--- src/rtl/lzw_frame_seq.sv ---
// Frame sequencer for the LZW datapath: captures a received frame, runs code-RAM init and the
// encoder, then transmits a 2-byte code count followed by the codes bit-packed LSB-first.
module lzw_frame_seq #(
  parameter int ADDR_W   = 12,
  parameter int CODE_W   = 12,
  parameter int IDLE_CYC = 33000
) (
  input  logic              clk,
  input  logic              rst,
  input  logic              rcv_done,
  input  logic [7:0]        rcv_byte,
  output logic              ioram_we,
  output logic [ADDR_W-1:0] ioram_addr,
  output logic              init_cr,
  input  logic              done_cr,
  output logic              init_lzw,
  output logic [ADDR_W:0]   char_cnt,
  input  logic              lzw_done,
  input  logic [ADDR_W:0]   code_cnt,
  output logic              out_en,
  output logic [ADDR_W-1:0] out_addr,
  input  logic [CODE_W-1:0] out_code,
  output logic              start_xmt,
  output logic [7:0]        xmt_byte,
  input  logic              xmt_done,
  output logic              busy,
  output logic              final_done,
  output logic              drop_err
);

  localparam int CNT_W  = ADDR_W + 1;
  localparam int ACC_W  = CODE_W + 7;
  localparam int NB_W   = $clog2(CODE_W + 8);
  localparam int IDLE_W = $clog2(IDLE_CYC);

  localparam logic [CNT_W-1:0]  LAST_IDX = CNT_W'((1 << ADDR_W) - 1);
  localparam logic [IDLE_W-1:0] IDLE_END = IDLE_W'(IDLE_CYC - 2);
  localparam logic [NB_W-1:0]   NB_BYTE  = NB_W'(8);
  localparam logic [NB_W-1:0]   NB_CODE  = NB_W'(CODE_W);

  typedef enum logic [3:0] {
    S_IDLE, S_RECV, S_INIT_CR, S_WAIT_CR, S_RUN_LZW, S_WAIT_LZW, S_HDR_LO,
    S_HDR_LO_W, S_HDR_HI, S_XWAIT, S_PACK, S_FETCH, S_DONE
  } state_t;

  state_t            state, state_nxt;
  logic [CNT_W-1:0]  cnt;
  logic [CNT_W-1:0]  ncodes;
  logic [CNT_W-1:0]  idx;
  logic [IDLE_W-1:0] idle_cnt;
  logic [ACC_W-1:0]  acc;
  logic [NB_W-1:0]   nb;
  logic [15:0]       hdr;
  logic              rx_ok;
  logic              xmt_go;
  logic [7:0]        xmt_dat;

  assign hdr        = 16'(ncodes);
  assign rx_ok      = (state == S_IDLE) || (state == S_RECV) || (state == S_DONE);
  assign ioram_we   = rcv_done && rx_ok;
  assign ioram_addr = (state == S_RECV) ? cnt[ADDR_W-1:0] : '0;
  assign init_cr    = (state == S_INIT_CR);
  assign init_lzw   = (state == S_RUN_LZW);
  assign char_cnt   = cnt;
  assign out_addr   = idx[ADDR_W-1:0];
  assign busy       = !((state == S_IDLE) || (state == S_DONE));
  assign final_done = (state == S_DONE);

  always_comb begin
    state_nxt = state;
    xmt_go    = 1'b0;
    xmt_dat   = acc[7:0];
    out_en    = 1'b0;
    case (state)
      S_IDLE, S_DONE: if (rcv_done) state_nxt = S_RECV;
      S_RECV: begin
        if (rcv_done) begin
          if (cnt == LAST_IDX) state_nxt = S_INIT_CR;
        end else if (idle_cnt == IDLE_END) begin
          state_nxt = S_INIT_CR;
        end
      end
      S_INIT_CR:  state_nxt = S_WAIT_CR;
      S_WAIT_CR:  if (done_cr) state_nxt = S_RUN_LZW;
      S_RUN_LZW:  state_nxt = S_WAIT_LZW;
      S_WAIT_LZW: if (lzw_done) state_nxt = S_HDR_LO;
      S_HDR_LO: begin
        xmt_go    = 1'b1;
        xmt_dat   = hdr[7:0];
        state_nxt = S_HDR_LO_W;
      end
      S_HDR_LO_W: if (xmt_done) state_nxt = S_HDR_HI;
      S_HDR_HI: begin
        xmt_go    = 1'b1;
        xmt_dat   = hdr[15:8];
        state_nxt = S_XWAIT;
      end
      S_XWAIT: if (xmt_done) state_nxt = S_PACK;
      S_PACK: begin
        // Drain whole bytes first so the accumulator never holds more than CODE_W+7 bits.
        if (nb >= NB_BYTE) begin
          xmt_go    = 1'b1;
          state_nxt = S_XWAIT;
        end else if (idx < ncodes) begin
          out_en    = 1'b1;
          state_nxt = S_FETCH;
        end else if (nb != '0) begin
          xmt_go    = 1'b1;
          state_nxt = S_XWAIT;
        end else begin
          state_nxt = S_DONE;
        end
      end
      S_FETCH: state_nxt = S_PACK;
      default: state_nxt = S_IDLE;
    endcase
  end

  always_ff @(posedge clk or posedge rst) begin
    if (rst) begin
      state     <= S_IDLE;
      cnt       <= '0;
      ncodes    <= '0;
      idx       <= '0;
      idle_cnt  <= '0;
      acc       <= '0;
      nb        <= '0;
      start_xmt <= 1'b0;
      xmt_byte  <= '0;
      drop_err  <= 1'b0;
    end else begin
      state     <= state_nxt;
      start_xmt <= xmt_go;
      if (xmt_go) xmt_byte <= xmt_dat;
      case (state)
        S_IDLE, S_DONE: begin
          if (rcv_done) begin
            cnt      <= CNT_W'(1);
            idle_cnt <= '0;
            drop_err <= 1'b0;
          end
        end
        S_RECV: begin
          if (rcv_done) begin
            cnt      <= cnt + CNT_W'(1);
            idle_cnt <= '0;
          end else begin
            idle_cnt <= idle_cnt + IDLE_W'(1);
          end
        end
        S_WAIT_LZW: begin
          if (lzw_done) begin
            ncodes <= code_cnt;
            idx    <= '0;
            nb     <= '0;
            acc    <= '0;
          end
        end
        S_PACK: begin
          if (nb >= NB_BYTE) begin
            acc <= acc >> 8;
            nb  <= nb - NB_BYTE;
          end else if (!(idx < ncodes) && (nb != '0)) begin
            acc <= '0;
            nb  <= '0;
          end
        end
        S_FETCH: begin
          acc <= acc | (ACC_W'(out_code) << nb);
          nb  <= nb + NB_CODE;
          idx <= idx + CNT_W'(1);
        end
        default: ;
      endcase
      if (rcv_done && !rx_ok) drop_err <= 1'b1;
    end
  end

endmodule

--- config.mk ---
export PLATFORM = sky130hd
export DESIGN_NAME = lzw_frame_seq
export DESIGN_NICKNAME = d
export VERILOG_FILES = /design/src/rtl/lzw_frame_seq.sv
export SDC_FILE = /design/constraint.sdc
export NUM_CORES = 1
export LEC_CHECK = 0
export CAP_MARGIN = 20
export CORE_ASPECT_RATIO = 1.75
export CORE_MARGIN = 10
export CORE_UTILIZATION = 39
export DETAILED_ROUTE_END_ITERATION = 8
export GPL_TIMING_DRIVEN = 0
export PLACE_DENSITY = 0.69
export SETUP_SLACK_MARGIN = 0.4
export SYNTH_ARGS = -nofsm -noshare
export SYNTH_HDL_FRONTEND = slang
export SYNTH_SLANG_ARGS = --single-unit
--- constraint.sdc ---
create_clock -name clk -period 4.8 [get_ports clk]
set_clock_uncertainty 0.1 [all_clocks]
set_input_delay 0.96 -clock clk [delete_from_list [all_inputs] [get_ports clk]]
set_output_delay 0.96 -clock clk [all_outputs]
set_load 0.005 [all_outputs]
== After elaboration in Yosys (flattened, before gate mapping) ==
Cells that the tools add are included.
Storage, ports and cells
  register bits after elaboration: 93
  bits in latches: 0
  bits in writable memories: 0
  bits in read-only memories: 0
  input bits: 39
  word-level logic and storage cells: 107
  memories: 0
Cells by class
  add/sub/neg operators: 5
  multiply operators: 0
  divide/modulo/power cells: 0
  magnitude comparators: 2
  equal/unequal tests: 23
  shifts and indexed selects: 1
  muxes and demuxes: 40
  bitwise operators: 1
  reduce and logical (&&, ||, !) cells: 25
Operators with widths (number)
  $mux 19: 3
  $pmux 19 s3: 1
  $pmux 13 s2: 2
  $pmux 4 s12: 1
  $mux 13: 3
  $mux 16: 2
  $mux 4: 8
  $pmux 16 s2: 1
  $add 13x1->13 const B: 2
  $eq 4x4->1 const B: 5
  $or 19x19->19: 1
  $shl 12x5->19: 1
  $add 16x1->16 const B: 1
  $eq 16x16->1 const B: 1
  $eq 4x3->1 const B: 4
  $pmux 8 s2: 1
  $mux 5: 3
  $pmux 5 s3: 1
  $eq 13x12->1 const B: 1
  $lt 13x13->1: 1
  $mux 12: 1
  $ne 2x2->1 const B: 6
  $mux 1: 9
  $mux 3: 3
  19 further kinds: 35

== Depth between registers and ports, before layout ==
Gate-level depths: netlist of run 1.
  depth in word-level cells: 7
  mapped depth: 11
  gate-level depth less buffers: 8

== Worst setup path after synthesis of run 1 ==
OpenSTA, ideal clock, no wires.
  path type: register to output
  start point: register nb[2]
  end point: output port out_en
  arrival time: 1.530 ns
  required time: 3.740 ns
  path slack: 2.210 ns
  cell stages (with the launch flop): 9
  cell sequence: dfrtp_1 > inv_1 > clkbuf_1 > ha_1 > inv_1 > o21ai_1 > a31oi_1 > nand2_1 > nor2_1
On the way
  longest elaborated chain between the ends: 3
Ends and longest elaborated chain
  start: declaration: RTL line 52  | logic [NB_W-1:0] nb;
  start signal: assignment: RTL line 162  | nb <= nb - NB_BYTE;
  start signal: assignment: RTL line 170  | nb <= nb + NB_CODE;
  $ge 5x4->1: RTL line 101  | if (nb >= NB_BYTE) begin
  $mux 1: RTL line 101
  $mux 1: RTL line 74  | case (state)
  end: declaration: RTL line 20  | output logic out_en,
No other way between the ends.

== Worst setup path after layout of run 1 ==
Ends and elaborated chain as after synthesis.

==> results of run 1 <==
[power by group through the flow]
stage / sequential, mW / clock, mW / combinational [mW]
global route: 1.26 / 0.703 / 1.97
CTS: 1.23 / 0.675 / 1.77
global placement: 1.23 / 0 / 1.70
detailed placement: 1.24 / 0 / 1.75
finish: 1.23 / 0.666 / 1.76
floorplan: 1.17 / 0 / 1.16
[routing by layer]
layer  wire length (um)  vias up  track usage [%]
met5                  0        -                0
met1               5780     2340             17.2
met4                505        0             7.34
li1                   -     2371                -
met2               8120      170             29.0
met3                870       31             2.81
[through the flow]
| step | setup WS, ps | hold WS (ps) | instance area [um^2] | setup TNS, ps |
|---|---|---|---|---|
| 5_1_grt | 796 | 428 | 6680 | 0 |
| 3_5_place_dp | 1040 | 387 | 6400 | 0 |
| 4_1_cts | 1020 | 397 | 6680 | 0 |
| 3_3_place_gp | -25.9 | 383 | 6370 | -1720 |
| 6_report | 1000 | 397 | 6680 | 0 |
| 2_1_floorplan | 1380 | 349 | 5320 | 0 |
[cells in the final DEF (no fill, tap or decap), drive strengths merged, types with 3 or more instances in the layout]
cell type,instances
a211oi,9
a21oi,43
a22oi,5
a31o,3
a31oi,7
and2,4
and3,20
and4,5
buf,26
clkbuf,23
clkdlybuf4s50,83
clkinv,3
clkinvlp,3
dfrtp,91
ha,20
inv,33
mux2,7
mux2i,11
nand2,71
nand2b,4
nand3,23
nand4,11
nor2,59
nor2b,3
nor3,14
nor4,4
o211ai,4
o21ai,74
o221a,5
o22ai,9
o31ai,4
or3,4
xor2,10
[critical path: stages, from the launching register on]
cell and delay (ps):
dfrtp_1 430, inv_1 90, clkbuf_1 410, ha_1 260, inv_1 40, o21ai_1 350
a31oi_1 110, nand2_1 150, nor2_1 90, clkdlybuf4s50_1 450
[registers in the layout (all words and copies together), names as in the netlist]
signal	count
acc	19
char_cnt	13
drop_err	1
idle_cnt	16
idx	13
nb	3
ncodes	13
start_xmt	1
state	4
xmt_byte	8
[final cells by class]
cell class / instances / share of cell area, %
Inverter: 33 / 1.89
Timing Repair Buffer: 84 / 12.9
Clock buffer: 10 / 3.58
Multi-Input combinational cell: 452 / 40.6
Buffer: 38 / 3.13
Tap cell: 174 / 3.26
Clock inverter: 6 / 0.618
Sequential cell: 91 / 34.1
[cells by family (layout without fill, tap and decap cells)]
family | Yosys count | after routing
and+or+nand+nor | 231 | 231
AOI/OAI and AO/OA | 171 | 171
DFF | 91 | 91
buffers and inverters | 71 | 171
adders and majority gates | 20 | 20
muxes | 18 | 18
xor gates and xnor gates | 12 | 12
[worst min path at each step]
stage	slack (ps)	to	from
detailed placement	390	idle_cnt[15]$_DFFE_PP0P_	idle_cnt[15]$_DFFE_PP0P_
CTS	400	idle_cnt[15]$_DFFE_PP0P_	idle_cnt[15]$_DFFE_PP0P_
finish	400	idle_cnt[15]$_DFFE_PP0P_	idle_cnt[15]$_DFFE_PP0P_
floorplan	350	idle_cnt[15]$_DFFE_PP0P_	idle_cnt[15]$_DFFE_PP0P_
global placement	380	drop_err$_DFFE_PP0P_	drop_err$_DFFE_PP0P_
global route	430	acc[11]$_DFFE_PP0P_	acc[11]$_DFFE_PP0P_
==> results.md, run 1 <==
| Parameter | Value |
|:---|:---|
| Path class of the lowest-slack min-delay path | flip-flop to flip-flop |
| Most used flip-flop cell after synthesis | dfrtp_1 |
| Final critical path time including I/O delays and setup | 3800 ps |
| Aggregate routed wire length | 15300 um |
| Largest area contributor in the netlist | dfrtp_1 |
| Number of clock buffers inserted by TritonCTS | 9 |
| Final weighted congestion in routability-driven placement | 0.883 |
| Simple-gate area share of the yosys netlist | 21.3% |
| Residual DRC count | 0 |
| Category of the worst setup path launch point | flip-flop |
| Share of the core filled with cells in the final layout | 49.9% |
| Register-to-Register Setup Slack | 1790 ps |
| Post-synthesis mux area share | 3.55% |
| Number of buffer cells added on primary ports | 83 |
| Top-Level Pins | 92 |
| Overall fraction of global-route tracks in use | 16.0% |
| Number of fill cells in the layout | 1273 |
| Summed instance area of the synthesized netlist | 5320 um^2 |
| Clock tree from TritonCTS | done |
| Width of the chip | 108 um |
| Total power per unit cell area | 548 nW/um^2 |
| First-pass GRT wire length | 24700 um |
| Transition time at the pin with the least slew margin | 597 ps |
| Final setup violating endpoints | 0 |
| Critical path origin | nb[2]$_DFFE_PP0P_ |
| Synth Net Count | 673 |
| Largest family of logic cells by synthesized area | simple AND/OR/NAND/NOR gates |
| Residual overflow from global routing | 0 |
| Final period utilization | 79.1% |
| Die span in y | 175 um |
| Root buffer selected by CTS | clkbuf_16 |
| Net switching power of the design | 1.50 mW |
| Leakage power | 2.85 nW |
| Worst hold stages | 1 |
| Post-route antenna net violation count | 0 |
| Result of the run | complete, no violations |
| Syn Area/Cell | 8.66 um^2 |
| Final number of max-transition violations | 0 |
| Crit Reg-Reg Endpoint | acc[9]$_DFFE_PP0P_ |
| Post-synthesis instance total | 614 |
| Setup crit end kind | output pin |
| Number of global-route vias before repair | 4987 |
| Distinct cells, synth | 55 |
| Data arrival, critical path | 2740 ps |
| Number of detailed-route iterations in the first pass | 5 |
| Sw frac | 41.1% |
| Adder-cell area share of the yosys netlist | 4.70% |
| Highest achievable clock rate | 263 MHz |
| Post-CTS Hold Fix Bufs | 0 |
| PnR Total Power | 3.66 mW |
| Clock latency on the worst-skew pair | 340 ps |
| Vias per cell | 5.53 |
| Placed cell count | 872 |
| Endpoints failing hold | 0 |
| Sequential fraction of the synthesis area | 42.8% |
| Syn. warnings | 0 |
| Area share of the largest cell type after synthesis | 42.8% |
| Worst ir drop on vdd | 0.000265 V |
| Xor/xnor share of the synthesized area | 1.98% |
| Clk pwr share | 18.2% |
| Post-synth top cells | dfrtp_1, nand2_1, o21ai_0 |
| End point of the critical path | out_en |
| Number of gates given a new drive strength after cts | 0 |
| Power share of the combinational group | 48.2% |
| Final std cells w/o fill | 888 |
| Max-Cap Viols | 0 |
| Number of design-rule violations left by the first detailed-router iteration | 255 |
| Largest cells by area after synthesis | dfrtp_1, o21ai_0, nand2_1, ha_1, nor2_1 |
| Level count of the clock H-tree | 3 |
| FF+latch count, synth | 91 |
| Routed len/inst | 17.2 um |
| Antenna diode count | 0 |
| Critical path required time | 3740 ps |
| Std-Cell Core Area | 13400 um^2 |
| Multi-input gate area in the final layout | 2710 um^2 |
| Proportion of layout cells with a drive suffix above 1 | 8.54% |
| Initial core utilization | 39.8% |
| Worst rel slew slack | 60.2% |
| Nets | 768 |
| Clock sink total | 91 |
| Worst-path clk slew | 70 ps |
| Total die area | 18900 um^2 |
| Area Overhead vs Synth | 25.5% |
| Number of enable-type register cells in the synthesized netlist | 0 |
| Kind of critical path | flip-flop to output pin |
| Critical R2R Launch | nb[2]$_DFFE_PP0P_ |
| Share of flip-flops with an asynchronous set or reset | 100% |
| FF+latch area | 2280 um^2 |
| Maximum number of buffers from clock root to sink | 2 |
| Peak fanout along the critical path | 12 |
| Top-count cell post-synth | dfrtp_1 |
| DPL Wire Length | 11900 um |
| Sequential share of power | 33.6% |
| Design internal power | 2.15 mW |
| Cell depth of the worst flop-to-flop path | 11 |
| Vias after detailed routing | 4912 |
| Number of cell rows | 56 |
| Antenna violations before repair | 0 |
| Share of the synthesized area in compound gates (AO/OA/AOI/OAI) | 19.4% |
| Post-CTS Repair Setup Buffers | 0 |
| Largest net degree at the start of global routing | 47 |
| Unrepaired setup endpoints after global routing | no |
Note: power is estimated with default switching activity, not from simulation.
==> run 2, diff against run 1 <==
- PLACE_DENSITY: 0.69 -> 0.71
- clock period: 4.8 -> 3.1 ns (I/O delays scaled with it)
==> results.md, run 2 (synthesized netlist as in run 1, its figures left out) <==
| Parameter | Value | vs previous |
|:---|:---|:---|
| Path class of the lowest-slack min-delay path | flip-flop to flip-flop |  |
| Number of design-rule violations left by the first detailed-router iteration | 215 | -16% |
| Vias after detailed routing | 5088 | +3.6% |
| Maximum number of buffers from clock root to sink | 2 | unchanged |
| Highest achievable clock rate | 371 MHz |  |
| Residual overflow from global routing | 0 | unchanged |
| Number of buffer cells added on primary ports | 83 | unchanged |
| Number of clock buffers inserted by TritonCTS | 9 | unchanged |
| Result of the run | complete, no violations |  |
| Area Overhead vs Synth | 34.4% |  |
| Final number of max-transition violations | 0 | unchanged |
| Total power per unit cell area | 906 nW/um^2 | +65% |
| Largest net degree at the start of global routing | 43 | -8.5% |
| Residual DRC count | 0 | unchanged |
| Worst hold path startpoint | acc[10]$_DFFE_PP0P_ |  |
| Overall fraction of global-route tracks in use | 16.3% | +0.23 points |
| Leakage power | 3.05 nW | +7.1% |
| Biggest registers after layout | acc x19, idle_cnt x16 |  |
| Number of detailed-route iterations in the first pass | 5 | unchanged |
| Kind of critical path | flip-flop to output pin |  |
| Max-Cap Viols | 0 | unchanged |
| Transition time at the pin with the least slew margin | 579 ps | -18.0 ps |
| Number of flip-flops under the largest register name | 19 | unchanged |
| Width of the chip | 108 um | unchanged |
| Worst rel slew slack | 61.2% | +1.1 points |
| Category of the worst setup path launch point | flip-flop |  |
| Top-Level Pins | 92 | unchanged |
| Final setup violating endpoints | 0 | unchanged |
| Level count of the clock H-tree | 3 | unchanged |
| Root buffer selected by CTS | clkbuf_16 |  |
| Initial core utilization | 39.8% | unchanged |
| Post-route antenna net violation count | 0 | unchanged |
| Proportion of layout cells with a drive suffix above 1 | 18.7% | +10 points |
| Post-placement cell area | 6410 um^2 | +0.22% |
| Clock sink total | 91 | unchanged |
| Antenna diode count | 0 | unchanged |
| Share of the core filled with cells in the final layout | 53.4% | +3.5 points |
| Final critical path time including I/O delays and setup | 2700 ps |  |
| Std-Cell Core Area | 13400 um^2 | unchanged |
| Nets | 799 | +4.0% |
| Clock tree from TritonCTS | done |  |
| Setup crit end kind | output pin |  |
| Data arrival, critical path | 1980 ps | -760 ps |
| Min-Delay Endpoint | acc[2]$_DFFE_PP0P_ |  |
| Commonest non-fill, non-tap cell in the layout | dfrtp_1 |  |
| Critical path required time | 2380 ps | -1360 ps |
| Register-to-Register Setup Slack | 580 ps | -1210 ps |
| First-pass GRT wire length | 24900 um | +0.56% |
| Design Area, Final | 7150 um^2 | +7.0% |
| Total die area | 18900 um^2 | unchanged |
| Final weighted congestion in routability-driven placement | 0.907 | +2.6% |
| Most frequent cells in the layout | dfrtp_1, clkdlybuf4s50_1, nand2_1 |  |
| Worst ir drop on vdd | 0.000466 V | +76% |
| Vias per cell | 5.54 | about the same |
| Final period utilization | 87.1% |  |
| Crit Reg-Reg Endpoint | acc[8]$_DFFE_PP0P_ |  |
| Cell depth of the worst flop-to-flop path | 10 | -1 |
| Die span in y | 175 um | unchanged |
| Grt peak-use layer | met2 |  |
| DPL Wire Length | 11800 um | -0.50% |
| Sum of negative setup slack | 0 ps | unchanged |
| Critical R2R Launch | idx[12]$_DFFE_PP0P_ |  |
| Register with the most flip-flops | acc |  |
| Worst hold stages | 2 | +1 |
| Critical path origin | idx[7]$_DFFE_PP0P_ |  |
| Number of global-route vias before repair | 5058 | +1.4% |
| Number of cell rows | 56 | unchanged |
| Met1 track utilization from global routing | 17.0% | -0.23 points |
| Grt met3 use | 3.26% | +0.44 points |
| Peak fanout along the critical path | 6 | -6 |
| Clock latency on the worst-skew pair | 350 ps | about the same |
| Unrepaired setup endpoints after global routing | yes |  |
| Final std cells w/o fill | 919 | +3.5% |
| Endpoints failing hold | 0 | unchanged |
| Antenna violations before repair | 0 | unchanged |
| Aggregate routed wire length | 15900 um | +3.8% |
| Worst-path clk slew | 70 ps | about the same |
| Placed cell count | 873 | +0.11% |
| Routed len/inst | 17.3 um | +0.34% |
| Met2 track demand over resource in global routing | 29.0% | about the same |
## run 2: cell count changes in the layout (fill, tap and decap cells not counted), sizes merged
cell,previous run,this run
clkdlybuf4s50,83,78
buf,26,59
clkinv,3,0
clkbuf,23,21
clkinvlp,3,4
inv,33,34
dlygate4sd2,0,4
bufinv,0,2
## run 2: worst max-delay path by stage
stage                               end  slack (ps)  cells after the start
floorplan           acc[10]$_DFFE_PP0P_         670                     11
global placement               ioram_we          30                      4
detailed placement             ioram_we           2                      4
CTS                              out_en         340                      7
global route                     out_en         300                      7
finish                           out_en         400                      7
## run 2: area by class of cell
cell class                      count  area, um^2
Buffer                             38         235
Timing Repair Buffer              115        1090
Clock inverter                      7         100
Multi-Input combinational cell    452        2870
Sequential cell                    91        2290
Fill cell                        1196        6230
Tap cell                          174         218
Inverter                           33         128
Clock buffer                        9         225
## run 2: routing by layer
| metal | routed length (um) | share of wire (%) | vias up |
|---|---|---|---|
| met4 | 660 | 4.2 | 0 |
| met1 | 5850 | 37 | 2433 |
| met3 | 907 | 5.7 | 41 |
| met5 | 0 | 0 | - |
| met2 | 8450 | 53 | 179 |
| li1 | - | - | 2435 |
## run 2: report_power, final
part | leakage [nW] | internal [mW] | switching [mW] | total [mW]
Sequential | 1.18 | 1.56 | 0.318 | 1.88
Combinational | 1.72 | 1.64 | 1.76 | 3.40
Clock | 0.149 | 0.712 | 0.491 | 1.20
## run 2: metrics by stage
step	hold slack [ps]	setup WS [ps]	power [mW]
2_1_floorplan	349	667	3.60
3_3_place_gp	384	27.7	4.54
3_5_place_dp	379	2.44	4.63
4_1_cts	404	342	6.05
5_1_grt	444	303	6.94
6_report	403	401	6.48
## run 2: worst max-delay path, stage by stage (launching register included)
cell and delay (ps):
dfrtp_2 450, ha_1 230, a21oi_2 210, o21ai_2 100, nor3_2 230, nand2_1 130
nor2_2 150, buf_2 130
## run 2: timing repair
item,CTS,global route
hold buffers,0,0
pin swaps,6,11
cloned,0,0
buffers inserted,10,20
setup endpoints to repair,43,33
endpoints found under the hold margin,0,0
gates resized for setup,31,34
